File: config.mk
export PLATFORM = sky130hd
export DESIGN_NAME = shift_pipe_unit
export DESIGN_NICKNAME = d
export VERILOG_FILES = /design/src/rtl/shift_pipe_unit_pkg.sv /design/src/rtl/shift_pipe_unit_stage.sv /design/src/rtl/shift_pipe_unit.sv
export SDC_FILE = /design/constraint.sdc
export NUM_CORES = 1
export LEC_CHECK = 0
export BUFFER_PORTS_ARGS = -buffer_cell sky130_fd_sc_hd__buf_2
export CORE_UTILIZATION = 50
export DETAILED_ROUTE_END_ITERATION = 7
export GPL_ROUTABILITY_DRIVEN = 0
export PLACE_DENSITY = 0.68
export SYNTH_ARGS = -nofsm -noshare
export SYNTH_HDL_FRONTEND = slang
export SYNTH_SLANG_ARGS = --single-unit
export TNS_END_PERCENT = 20
File: constraint.sdc
create_clock -name clk -period 1.6 [get_ports clk]
set_input_delay 0.16 -clock clk [delete_from_list [all_inputs] [get_ports clk]]
set_output_delay 0.16 -clock clk [all_outputs]
set_load 0.005 [all_outputs]
File: src/rtl/shift_pipe_unit_pkg.sv
// Op encoding and decode helpers shared by the pipelined shifter and its stages.
package shift_pkg;

   typedef enum logic [2:0] {
      SH_SLL = 3'b000,
      SH_SRL = 3'b001,
      SH_SRA = 3'b011,
      SH_ROL = 3'b100,
      SH_ROR = 3'b101
   } shift_op_e;

   function automatic logic is_legal(logic [2:0] op);
      return (op == SH_SLL) || (op == SH_SRL) || (op == SH_SRA) ||
             (op == SH_ROL) || (op == SH_ROR);
   endfunction

   function automatic logic is_right(logic [2:0] op);
      return (op == SH_SRL) || (op == SH_SRA) || (op == SH_ROR);
   endfunction

   function automatic logic is_arith(logic [2:0] op);
      return op == SH_SRA;
   endfunction

   function automatic logic is_rotate(logic [2:0] op);
      return (op == SH_ROL) || (op == SH_ROR);
   endfunction

endpackage

File: src/rtl/shift_pipe_unit_stage.sv
// One level of the barrel shifter: shifts by a fixed DIST when enabled.
// Rotate wrap-around is only built when SHIFT_ROTATE_EN is defined.
module shift_stage
   import shift_pkg::*;
#(
   parameter int DATA_W = 32,
   parameter int DIST   = 1
) (
   input  logic [2:0]        op,
   input  logic              en,
   input  logic              sign,
   input  logic [DATA_W-1:0] data_in,
   output logic [DATA_W-1:0] data_out
);

   logic [DIST-1:0] left_fill;
   logic [DIST-1:0] right_fill;

   // Illegal ops are forced to zero here, so later stages just shift zeros.
   always_comb begin
      left_fill  = '0;
      right_fill = {DIST{is_arith(op) & sign}};
`ifdef SHIFT_ROTATE_EN
      if (is_rotate(op)) begin
         left_fill  = data_in[DATA_W-1 -: DIST];
         right_fill = data_in[DIST-1:0];
      end
`endif
      data_out = data_in;
      if (!is_legal(op)) begin
         data_out = '0;
      end else if (en) begin
         if (is_right(op)) begin
            data_out = {right_fill, data_in[DATA_W-1:DIST]};
         end else begin
            data_out = {data_in[DATA_W-1-DIST:0], left_fill};
         end
      end
   end

endmodule

File: src/rtl/shift_pipe_unit.sv
// Pipelined barrel shifter with valid/ready flow control, one register per log2 level.
// Define SHIFT_ROTATE_EN to build ROL/ROR; otherwise they degrade to SLL/SRL.
module shift_pipe_unit
   import shift_pkg::*;
#(
   parameter int  DATA_W = 32,
   parameter int  TAG_W  = 5,
   localparam int SH_W   = $clog2(DATA_W)
) (
   input  logic              clk,
   input  logic              rst_n,
   input  logic              flush,
   input  logic              in_valid,
   output logic              in_ready,
   input  logic [2:0]        in_op,
   input  logic [DATA_W-1:0] in_data,
   input  logic [SH_W-1:0]   in_shamt,
   input  logic [TAG_W-1:0]  in_tag,
   output logic              out_valid,
   input  logic              out_ready,
   output logic [DATA_W-1:0] out_data,
   output logic [TAG_W-1:0]  out_tag
);

   logic [SH_W-1:0]   vld_q;
   logic [DATA_W-1:0] data_q  [SH_W];
   logic [TAG_W-1:0]  tag_q   [SH_W];
   logic [2:0]        op_q    [SH_W-1];
   logic [SH_W-1:0]   shamt_q [SH_W-1];
   logic [SH_W-2:0]   sign_q;

   logic [DATA_W-1:0] st_data_in  [SH_W];
   logic [DATA_W-1:0] st_data_out [SH_W];
   logic [2:0]        st_op       [SH_W];
   logic [SH_W-1:0]   st_shamt    [SH_W];
   logic [TAG_W-1:0]  st_tag      [SH_W];
   logic [SH_W-1:0]   st_sign;
   logic [SH_W-1:0]   st_vld;

   logic [SH_W:0]     rdy;
   logic              all_full;

   // Stage k consumes register k-1 (or the input port) and feeds register k.
   for (genvar k = 0; k < SH_W; k++) begin : g_stage
      if (k == 0) begin : g_head
         assign st_data_in[k] = in_data;
         assign st_op[k]      = in_op;
         assign st_shamt[k]   = in_shamt;
         assign st_tag[k]     = in_tag;
         assign st_sign[k]    = in_data[DATA_W-1];
         assign st_vld[k]     = in_valid;
      end else begin : g_body
         assign st_data_in[k] = data_q[k-1];
         assign st_op[k]      = op_q[k-1];
         assign st_shamt[k]   = shamt_q[k-1];
         assign st_tag[k]     = tag_q[k-1];
         assign st_sign[k]    = sign_q[k-1];
         assign st_vld[k]     = vld_q[k-1];
      end

      shift_stage #(
         .DATA_W (DATA_W),
         .DIST   (1 << (SH_W-1-k))
      ) u_shift (
         .op       (st_op[k]),
         .en       (st_shamt[k][SH_W-1-k]),
         .sign     (st_sign[k]),
         .data_in  (st_data_in[k]),
         .data_out (st_data_out[k])
      );
   end

   // Unrolled ready chain: a stage can load if the consumer is ready or a bubble sits at or below it.
   always_comb begin
      all_full   = 1'b1;
      rdy        = '0;
      rdy[SH_W]  = out_ready;
      for (int k = SH_W-1; k >= 0; k--) begin
         all_full = all_full & vld_q[k];
         rdy[k]   = out_ready | ~all_full;
      end
   end

   // Pipeline registers; flush only kills valid bits, payload is don't-care once invalid.
   always_ff @(posedge clk or negedge rst_n) begin
      if (!rst_n) begin
         vld_q  <= '0;
         sign_q <= '0;
         for (int k = 0; k < SH_W; k++) begin
            data_q[k] <= '0;
            tag_q[k]  <= '0;
         end
         for (int k = 0; k < SH_W-1; k++) begin
            op_q[k]    <= '0;
            shamt_q[k] <= '0;
         end
      end else begin
         for (int k = 0; k < SH_W; k++) begin
            if (flush) begin
               vld_q[k] <= 1'b0;
            end else if (rdy[k]) begin
               vld_q[k] <= st_vld[k];
            end
            if (rdy[k]) begin
               data_q[k] <= st_data_out[k];
               tag_q[k]  <= st_tag[k];
            end
         end
         for (int k = 0; k < SH_W-1; k++) begin
            if (rdy[k]) begin
               op_q[k]    <= st_op[k];
               shamt_q[k] <= st_shamt[k];
               sign_q[k]  <= st_sign[k];
            end
         end
      end
   end

   assign in_ready  = rdy[0] | flush;
   assign out_valid = vld_q[SH_W-1];
   assign out_data  = data_q[SH_W-1];
   assign out_tag   = tag_q[SH_W-1];

endmodule

# After elaboration in Yosys (flattened, before gate mapping)
# Index checks and enable logic that the tools add are counted.
# op_classes
eq_ne	20
n_mux	25
bitwise	20
n_reduce_logical	40
# ops
op	n
2-to-1 mux 32 bit	15
== test 3 bit (second input constant)	10
logical OR 1 bit	30
== test 3 x 1 -> 1 bit (second input constant)	5
== test 3 x 2 -> 1 bit (second input constant)	5
zero test 3 bit	5
2-to-1 mux 1 bit	10
nonzero test 2 bit	5
AND 1 bit	9
bitwise OR 1 bit	6
inverter 1 bit	5
# word_totals
regBits	216
inputBits	50

# Depth between registers and ports, before layout
# Gate-level depths: netlist of the first run.
# depth
word_depth	8
depth_mapped	7
ltp_nobuf	4

# Modules after synthesis
# From an unflattened synthesis of the first run, not the netlist that was laid out.
# unflattened
cells_unflattened	1282
hier_area_um2	12448.2
# by_module_without_submodules
mod	instances	cells_per_inst	area_each_um2	seq_area_each_um2
shift_pipe_unit	1	666	8460.6	5405.2
shift_stage (g_stage[4].u_shift)	1	148	970.9	0.0
shift_stage (g_stage[3].u_shift)	1	148	895.9	0.0
shift_stage (g_stage[2].u_shift)	1	141	858.3	0.0
shift_stage (g_stage[1].u_shift)	1	115	767.0	0.0
shift_stage (g_stage[0].u_shift)	1	64	495.5	0.0

# Worst setup path after synthesis of the first run
# Ideal clock, no wire load.
# synth_path
path_type	register to register
from	reg op_q[4] (netlist name)
to	reg data_q[34] (netlist name)
setup_ns	0.121
arrival_time_ns	1.295
t_required_ns	1.479
slack_ns	0.184
stages_incl_launch_ff	6
n_path_buf	1
period_less_slack_ns	1.416
cell_sequence	dfrtp_1 > a21boi_4 > buf_6 > mux2i_1 > a21oi_1 > a22o_1
# synth_via
elab_chain_len	6
elab_cells_between_ends	14
classes_between	eq/ne (4); mux (3); reduce/logical (7)
# synth_lines
element	line_no	source
from (decl)	shift_pipe_unit.sv:28	logic [2:0] op_q [SH_W-1];
from (signal, indexed assignment)	shift_pipe_unit.sv:111	op_q[k] <= st_op[k];
== test 3 x 1 -> 1 bit (tied with other cells)	shift_pipe_unit_pkg.sv:13, shift_pipe_unit_pkg.sv:18	
logical OR 1 bit (on tied branches) (2 in series)	shift_pipe_unit_pkg.sv:18, shift_pipe_unit_pkg.sv:13	
2-to-1 mux 32 bit / logical OR 1 bit (equally long branches)	shift_pipe_unit_stage.sv:33, shift_pipe_unit_pkg.sv:13	
2-to-1 mux 32 bit / logical OR 1 bit (equally long branches)	shift_pipe_unit_stage.sv:32, shift_pipe_unit_pkg.sv:14	
2-to-1 mux 32 bit (*)	shift_pipe_unit_stage.sv:30	if (!is_legal(op)) begin
to (signal, indexed assignment)	shift_pipe_unit.sv:105	data_q[k] <= st_data_out[k];
to (decl)	shift_pipe_unit.sv:26	logic [DATA_W-1:0] data_q [SH_W];
# Mark *: on every way between the ends. The rest lies on a longest branch, timed or not.
# A chain may end at the register's enable or synchronous reset.

# Worst setup path after layout of the first run
# layout_path
from	reg vld_q[4]
to	out in_ready
# layout_via
elab_chain_len	7
# layout_lines
element	line_no	source
from (decl)	shift_pipe_unit.sv:25	logic [SH_W-1:0] vld_q;
from (signal, indexed assignment)	shift_pipe_unit.sv:102	vld_q[k] <= st_vld[k];
AND 1 bit (4 in series)	shift_pipe_unit.sv:79	all_full = all_full & vld_q[k];
inverter 1 bit	shift_pipe_unit.sv:80	rdy[k] = out_ready | ~all_full;
bitwise OR 1 bit	shift_pipe_unit.sv:80	
bitwise OR 1 bit	shift_pipe_unit.sv:119	assign in_ready = rdy[0] | flush;
to (decl)	shift_pipe_unit.sv:14	output logic in_ready,
# Every way passes these cells.

==> results of run 1 <==
-- sequential cells by signal (all words and copies together), names as in the netlist --
register and cells:
op_q 12, st_tag 20, data_q 128, shamt_q 10
out_data 32, vld_q 5, sign_q 4, out_tag 5
-- cells in the mapped netlist, types with 21 or more instances --
cell type / number / area (um^2)
a21oi_1: 67 / 335
a221o_1: 30 / 300
a221oi_1: 27 / 236
a22o_1: 40 / 350
and3_1: 31 / 194
buf_2: 57 / 285
buf_4: 42 / 315
clkbuf_1: 36 / 135
dfrtp_1: 216 / 5410
inv_1: 31 / 116
mux2i_1: 55 / 551
nand2_1: 327 / 1230
nand3_1: 22 / 110
nor2_1: 105 / 394
o2111ai_1: 21 / 184
o211ai_1: 26 / 195
o21ai_0: 61 / 305
o21ai_1: 32 / 160
o2bb2ai_1: 27 / 236
-- worst max path at each step --
stage                               startpoint                  endpoint  slack (ps)  cells past startpoint
after floorplan            op_q[4]$_DFFE_PN0P_    data_q[34]$_DFFE_PN0P_         180                      5
after global placement     op_q[1]$_DFFE_PN0P_  out_data[11]$_DFFE_PN0P_        -170                      4
after detailed placement   op_q[1]$_DFFE_PN0P_   out_data[5]$_DFFE_PN0P_        -270                      4
after CTS                 vld_q[2]$_DFFE_PN0P_                  in_ready        -260                      5
after global routing      vld_q[2]$_DFFE_PN0P_                  in_ready        -210                      5
final                     vld_q[4]$_DFFE_PN0P_                  in_ready        -150                      5
-- power by group --
part | leakage, nW | internal (W) | switching [W]
clock | 0.382 | 0.00324 | 0.00223
sequential | 2.74 | 0.00589 | 0.000489
combinational | 3.46 | 0.000954 | 0.00105
-- per-layer routing --
| metal | vias to the layer above | global-route usage, % |
|---|---|---|
| met1 | 4864 | 33.3 |
| met3 | 52 | 2.76 |
| met5 | - | 0 |
| met4 | 0 | 7.00 |
| met2 | 315 | 39.6 |
| li1 | 4950 | - |
-- cells by family (layout without fill, tap and decap cells) --
logic type / count (synthesis) / count (layout) / synth area share (%)
multiplexers: 65 / 65 / 5.63
AND/OR/NAND/NOR: 522 / 524 / 18.4
AO/OA/AOI/OAI: 365 / 365 / 21.9
buffers and inverters: 180 / 297 / 8.12
flip-flops: 216 / 216 / 45.9
-- repair_timing --
| action | in CTS | in global routing |
|---|---|---|
| endpoints found under the hold margin | 259 | 0 |
| setup endpoints to repair | 31 | 112 |
| hold buffers | 44 | 0 |
| buffers inserted | 1 | 13 |
| resized for setup | 5 | 81 |
| pin swaps | 2 | 16 |
| cloned | 0 | 9 |
-- cell type report --
class                   count  area [um^2]  share of cell area (%)
multi-input cells         954         5680                    39.6
flip-flops and latches    216         5410                    37.7
repair buffers            222         1960                    13.7
clock buffers              31          657                    4.58
well taps                 313          392                    2.73
clock inverters            12          140                   0.976
inverters                  32          120                   0.837
-- through the flow --
step | std cells | TNS (ps)
after detailed placement | 1671 | -7730
after global placement | 1671 | -4870
after CTS | 1759 | -263
after global routing | 1780 | -7710
after floorplan | 1348 | 0
final | 1780 | -2410
-- worst max-delay path, cell delays in order (launching register included) --
cell and delay, ps:
dfrtp_1 370, and4b_4 270, and2_4 170, buf_12 100, nand2b_4 50, buf_6 110
==> results.sh, run 1 <==
export IMPL_cts_root_buf="clkbuf_16"
export IMPL_clkTransAtPathRegs_ps=60
export IMPL_n_antenna_cell=0
export IMPL_hold_path_endpoint="data_q[151]$_DFFE_PN0P_"
export IMPL_hold_depth=3
export IMPL_cts_tree="done"
export IMPL_finalHoldViolations=0
export IMPL_tightest_slew_ps=1170
export IMPL_clockBufferDepth=3
export IMPL_grt_max_degree=66
export IMPL_final_cell_area_um2=14400
export IMPL_drtIter0Drc=752
export IMPL_r2r_end="data_q[79]$_DFFE_PN0P_"
export IMPL_firstDrtPassIters=5
export IMPL_post_drt_wl_per_cell_um=17.0
export IMPL_gr_usage_all_layers_pct=24.0
export IMPL_grt_pass1_vias=9099
export IMPL_crit_path_end_kind="primary output"
export IMPL_port_buffers=88
export IMPL_via_per_inst=5.72
export IMPL_synth_seq_area_share_pct=45.9
export IMPL_grt_pass1_wl_um=47400
export IMPL_violations="setup timing"
export IMPL_grt_remaining_overflow=0
export IMPL_finalWirelength_um=30200
export IMPL_place_area_um2=12600
export IMPL_final_cell_mix="324 x nand2_1, 215 x dfrtp_1, 104 x nor2_1"
export IMPL_power_leakage_nw=6.59
export IMPL_p_per_area_nw_per_um2=966
export IMPL_dr_total_vias=10200
export IMPL_dr_wl_met2_um=14700
export IMPL_met1Wirelength_um=13400
export IMPL_min_path_type="in2reg"
export IMPL_max_cap_violations=0
export IMPL_total_power_w=0.0139
export IMPL_hp_start="in_data[23]"
export IMPL_fillers=1915
export IMPL_insertion_delay_ps=520
export IMPL_area_growth_pct=21.8
export IMPL_fin_ws_ps=-147
export IMPL_dr_max_layer_used="met4"
export IMPL_rr_startpoint="vld_q[3]$_DFFE_PN0P_"
export IMPL_syn_nets=1398
export IMPL_numCtsBuffers=24
export IMPL_status="finished with violations"
export IMPL_start_kind="flop"
export IMPL_netlist_area_um2=11800
export IMPL_die_area_um2=24200
export IMPL_hold_slack_ps=8.00
export IMPL_path_class="reg2out"
export IMPL_synth_ff_type="dfrtp_1"
export IMPL_ir_worst_vdd_uv=749
export IMPL_dpl_worst_slack_ps=-272
export IMPL_fin_crit_ps=1750
export IMPL_setup_viol=38
export IMPL_path_max_fanout=3
export IMPL_fmax_ghz=0.572
export IMPL_ys_warn_count=0
export IMPL_synth_avg_cell_area_um2=8.74
export IMPL_r2r_cells=8
export IMPL_synth_cells=1348
export IMPL_hpwlAfterDp_um=19900
export IMPL_slew_violations=0
export IMPL_final_common_cell="nand2_1"
export IMPL_clock_sinks=216
export IMPL_critPathArrivalTime_ps=1590
export IMPL_synthDistinctLibCells=47
export IMPL_period_share_pct=109
export IMPL_initial_core_util_pct=51.6
export IMPL_rrSetupSlack_ps=-110
export IMPL_met3_length_um=1360
export IMPL_drive_gt1_share_pct=19.4
export IMPL_antenna_found_initial=0
export IMPL_fin_worst_skew_ps=12.3
export IMPL_ys_async_sr_fraction_pct=100
export IMPL_final_antenna_net_count=0
export IMPL_rsz0062_at_grt="true"
export IMPL_synth_seq_cells=216
export IMPL_post_route_util_pct=62.8
export IMPL_dieWidth_um=156
export IMPL_layout_nets=1500
export IMPL_boundaryPins=89
export IMPL_die_y_um=156
export IMPL_synth_edf_count=0
export IMPL_drc_errors=0
export IMPL_required_ps=1440
export IMPL_row_count=55
export IMPL_htree_levels=1
export IMPL_core_um2=22800
export IMPL_max_slew_margin_pct=22.1
No activity file was read; power rests on OpenSTA's default activity.
==> run 2: changes to the inputs <==
- CORE_UTILIZATION: 50 -> 45
- PLACE_DENSITY: 0.68 -> default
==> results.sh, run 2 (synthesis results as in run 1) <==
export IMPL_p_per_area_nw_per_um2=959
export IMPL_required_ps=1440
export IMPL_drtIter0Drc=767
export IMPL_firstDrtPassIters=5
export IMPL_die_y_um=164
export IMPL_final_common_cell="nand2_1"
export IMPL_fmax_ghz=0.578
export IMPL_fillers=2328
export IMPL_fin_ws_ps=-131
export IMPL_dr_total_vias=10100
export IMPL_gr_usage_all_layers_pct=23.5
export IMPL_final_antenna_net_count=0
export IMPL_power_leakage_nw=6.60
export IMPL_boundaryPins=89
export IMPL_area_growth_pct=22.1
export IMPL_clock_sinks=216
export IMPL_clockBufferDepth=3
export IMPL_grt_remaining_overflow=0
export IMPL_row_count=58
export IMPL_status="finished with violations"
export IMPL_crit_path_end_kind="primary output"
export IMPL_path_class="reg2out"
export IMPL_grt_max_degree=66
export IMPL_clkTransAtPathRegs_ps=60
export IMPL_largest_reg_flops=128
export IMPL_post_drt_wl_per_cell_um=17.5
export IMPL_clockPowerShare_pct=38.6
export IMPL_tightest_slew_ps=1360
export IMPL_final_cell_area_um2=14400
export IMPL_violations="setup timing"
export IMPL_post_route_util_pct=56.6
export IMPL_cts_tree="done"
export IMPL_crit_chain="and4b_4, and2_4, buf_6, nand2b_1, buf_2"
export IMPL_grt_pass1_wl_um=51200
export IMPL_die_area_um2=26800
export IMPL_insertion_delay_ps=520
export IMPL_cts_root_buf="clkbuf_16"
export IMPL_max_flop_register="data_q"
export IMPL_cp_slowest_cell="dfrtp_1"
export IMPL_antenna_found_initial=0
export IMPL_fin_crit_ps=1730
export IMPL_place_area_um2=12600
export IMPL_slew_violations=0
export IMPL_pwr_share_comb_pct=15.0
export IMPL_via_per_inst=5.62
export IMPL_seqPwrFrac_pct=46.3
export IMPL_final_cell_mix="325 x nand2_1, 212 x dfrtp_1, 102 x nor2_1"
export IMPL_initial_core_util_pct=46.4
export IMPL_numCtsBuffers=24
export IMPL_grt_pass1_vias=9493
export IMPL_total_power_w=0.0138
export IMPL_dieWidth_um=164
export IMPL_critPathArrivalTime_ps=1570
export IMPL_setup_viol=23
export IMPL_min_path_type="in2reg"
export IMPL_hpwlAfterDp_um=20800
export IMPL_p_int_w=0.0101
export IMPL_rsz0062_at_grt="true"
export IMPL_core_um2=25400
export IMPL_start_kind="flop"
export IMPL_n_antenna_cell=0
export IMPL_period_share_pct=108
export IMPL_power_switching_w=0.00372
export IMPL_max_cap_violations=0
export IMPL_crit_path_max_incr_delay_ps=370
export IMPL_finalWirelength_um=31600
export IMPL_drive_gt1_share_pct=19.3
export IMPL_max_slew_margin_pct=8.76
export IMPL_drc_errors=0
export IMPL_fin_worst_skew_ps=10.8
export IMPL_port_buffers=88
export IMPL_htree_levels=1
export IMPL_path_max_fanout=2
export IMPL_finalHoldViolations=0
export IMPL_sw_frac_of_total_pct=27.0
export IMPL_ir_worst_vdd_uv=778
export IMPL_layout_nets=1505
[run 2: cell count changes in the layout (fill, tap and decap cells not counted), moves of 3 or more]
cell / change
o2111ai_2: -5
a21oi_1: -13
o21ai_2: -6
a221oi_2: -4
dfrtp_2: +3
a21oi_2: +12
o21ai_1: -3
clkinvlp_4: -3
dfrtp_1: -3
o2111ai_1: +5
clkbuf_1: +4
o21ai_0: +9
clkinv_4: -3
[run 2: worst max-delay path, delay by kind of cell (launching register included)]
| kind | cells | cell delay, ps |
|---|---|---|
| AND/OR/NAND/NOR | 3 | 470 |
| buffers and inverters | 2 | 210 |
| flip-flops | 1 | 370 |
[run 2: metrics by stage]
step                      hold WS (ps)  instances  setup TNS [ps]  setup slack [ps]
after floorplan                   -136       1348               0               184
after global placement             139       1691           -5940              -208
after detailed placement           139       1691           -6950              -282
after CTS                         4.91       1789           -3560              -150
after global routing              39.3       1799           -4890              -205
final                             20.3       1799            -921              -131
[run 2: final timing paths]
path | to | from | slack (ps) | cells past startpoint
max in group asynchronous | st_tag[1]$_DFFE_PN0P_ | rst_n | 820 | 3
min in group asynchronous | out_data[11]$_DFFE_PN0P_ | rst_n | 160 | 2
hold / removal | op_q[10]$_DFFE_PN0P_ | in_op[1] | 20 | 4
setup / recovery | in_ready | vld_q[2]$_DFFE_PN0P_ | -130 | 5
hold reg to reg | out_tag[2]$_DFFE_PN0P_ | out_tag[2]$_DFFE_PN0P_ | 460 | 2
setup reg to reg | out_data[15]$_DFFE_PN0P_ | op_q[0]$_DFFE_PN0P_ | -60 | 8
[run 2: area by class of cell]
cell class / count / area [um^2] / area share, %
Sequential cell: 216 / 5410 / 37.6
Clock inverter: 3 / 40.0 / 0.278
Timing Repair Buffer: 225 / 1970 / 13.7
Tap cell: 330 / 413 / 2.87
Multi-Input combinational cell: 956 / 5720 / 39.8
Clock buffer: 37 / 711 / 4.94
Inverter: 32 / 120 / 0.835
[run 2: power by group through the flow]
stage	combinational, W	clock [W]	sequential (W)
after global routing	0.00231	0.00569	0.00646
after CTS	0.00199	0.00546	0.00638
after detailed placement	0.00182	0	0.00648
after global placement	0.00179	0	0.00647
after floorplan	0.00130	0	0.00627
final	0.00207	0.00533	0.00639
[run 2: timing repair]
| item | in CTS | in global routing |
|---|---|---|
| setup buffers | 11 | 5 |
| resized for setup | 36 | 54 |
| hold endpoints to repair | 197 | 0 |
| setup endpoints to repair | 51 | 161 |
| gates cloned | 2 | 7 |
| pin swaps | 5 | 12 |
| hold buffers | 45 | 0 |
[run 2: per-layer routing]
layer | up-vias | global-route usage, % | share of wire [%]
met5 | - | 0 | 0
met4 | 0 | 7.62 | 2.8
met3 | 63 | 2.73 | 4.4
met2 | 288 | 37.7 | 47
met1 | 4816 | 33.1 | 45
li1 | 4941 | - | -
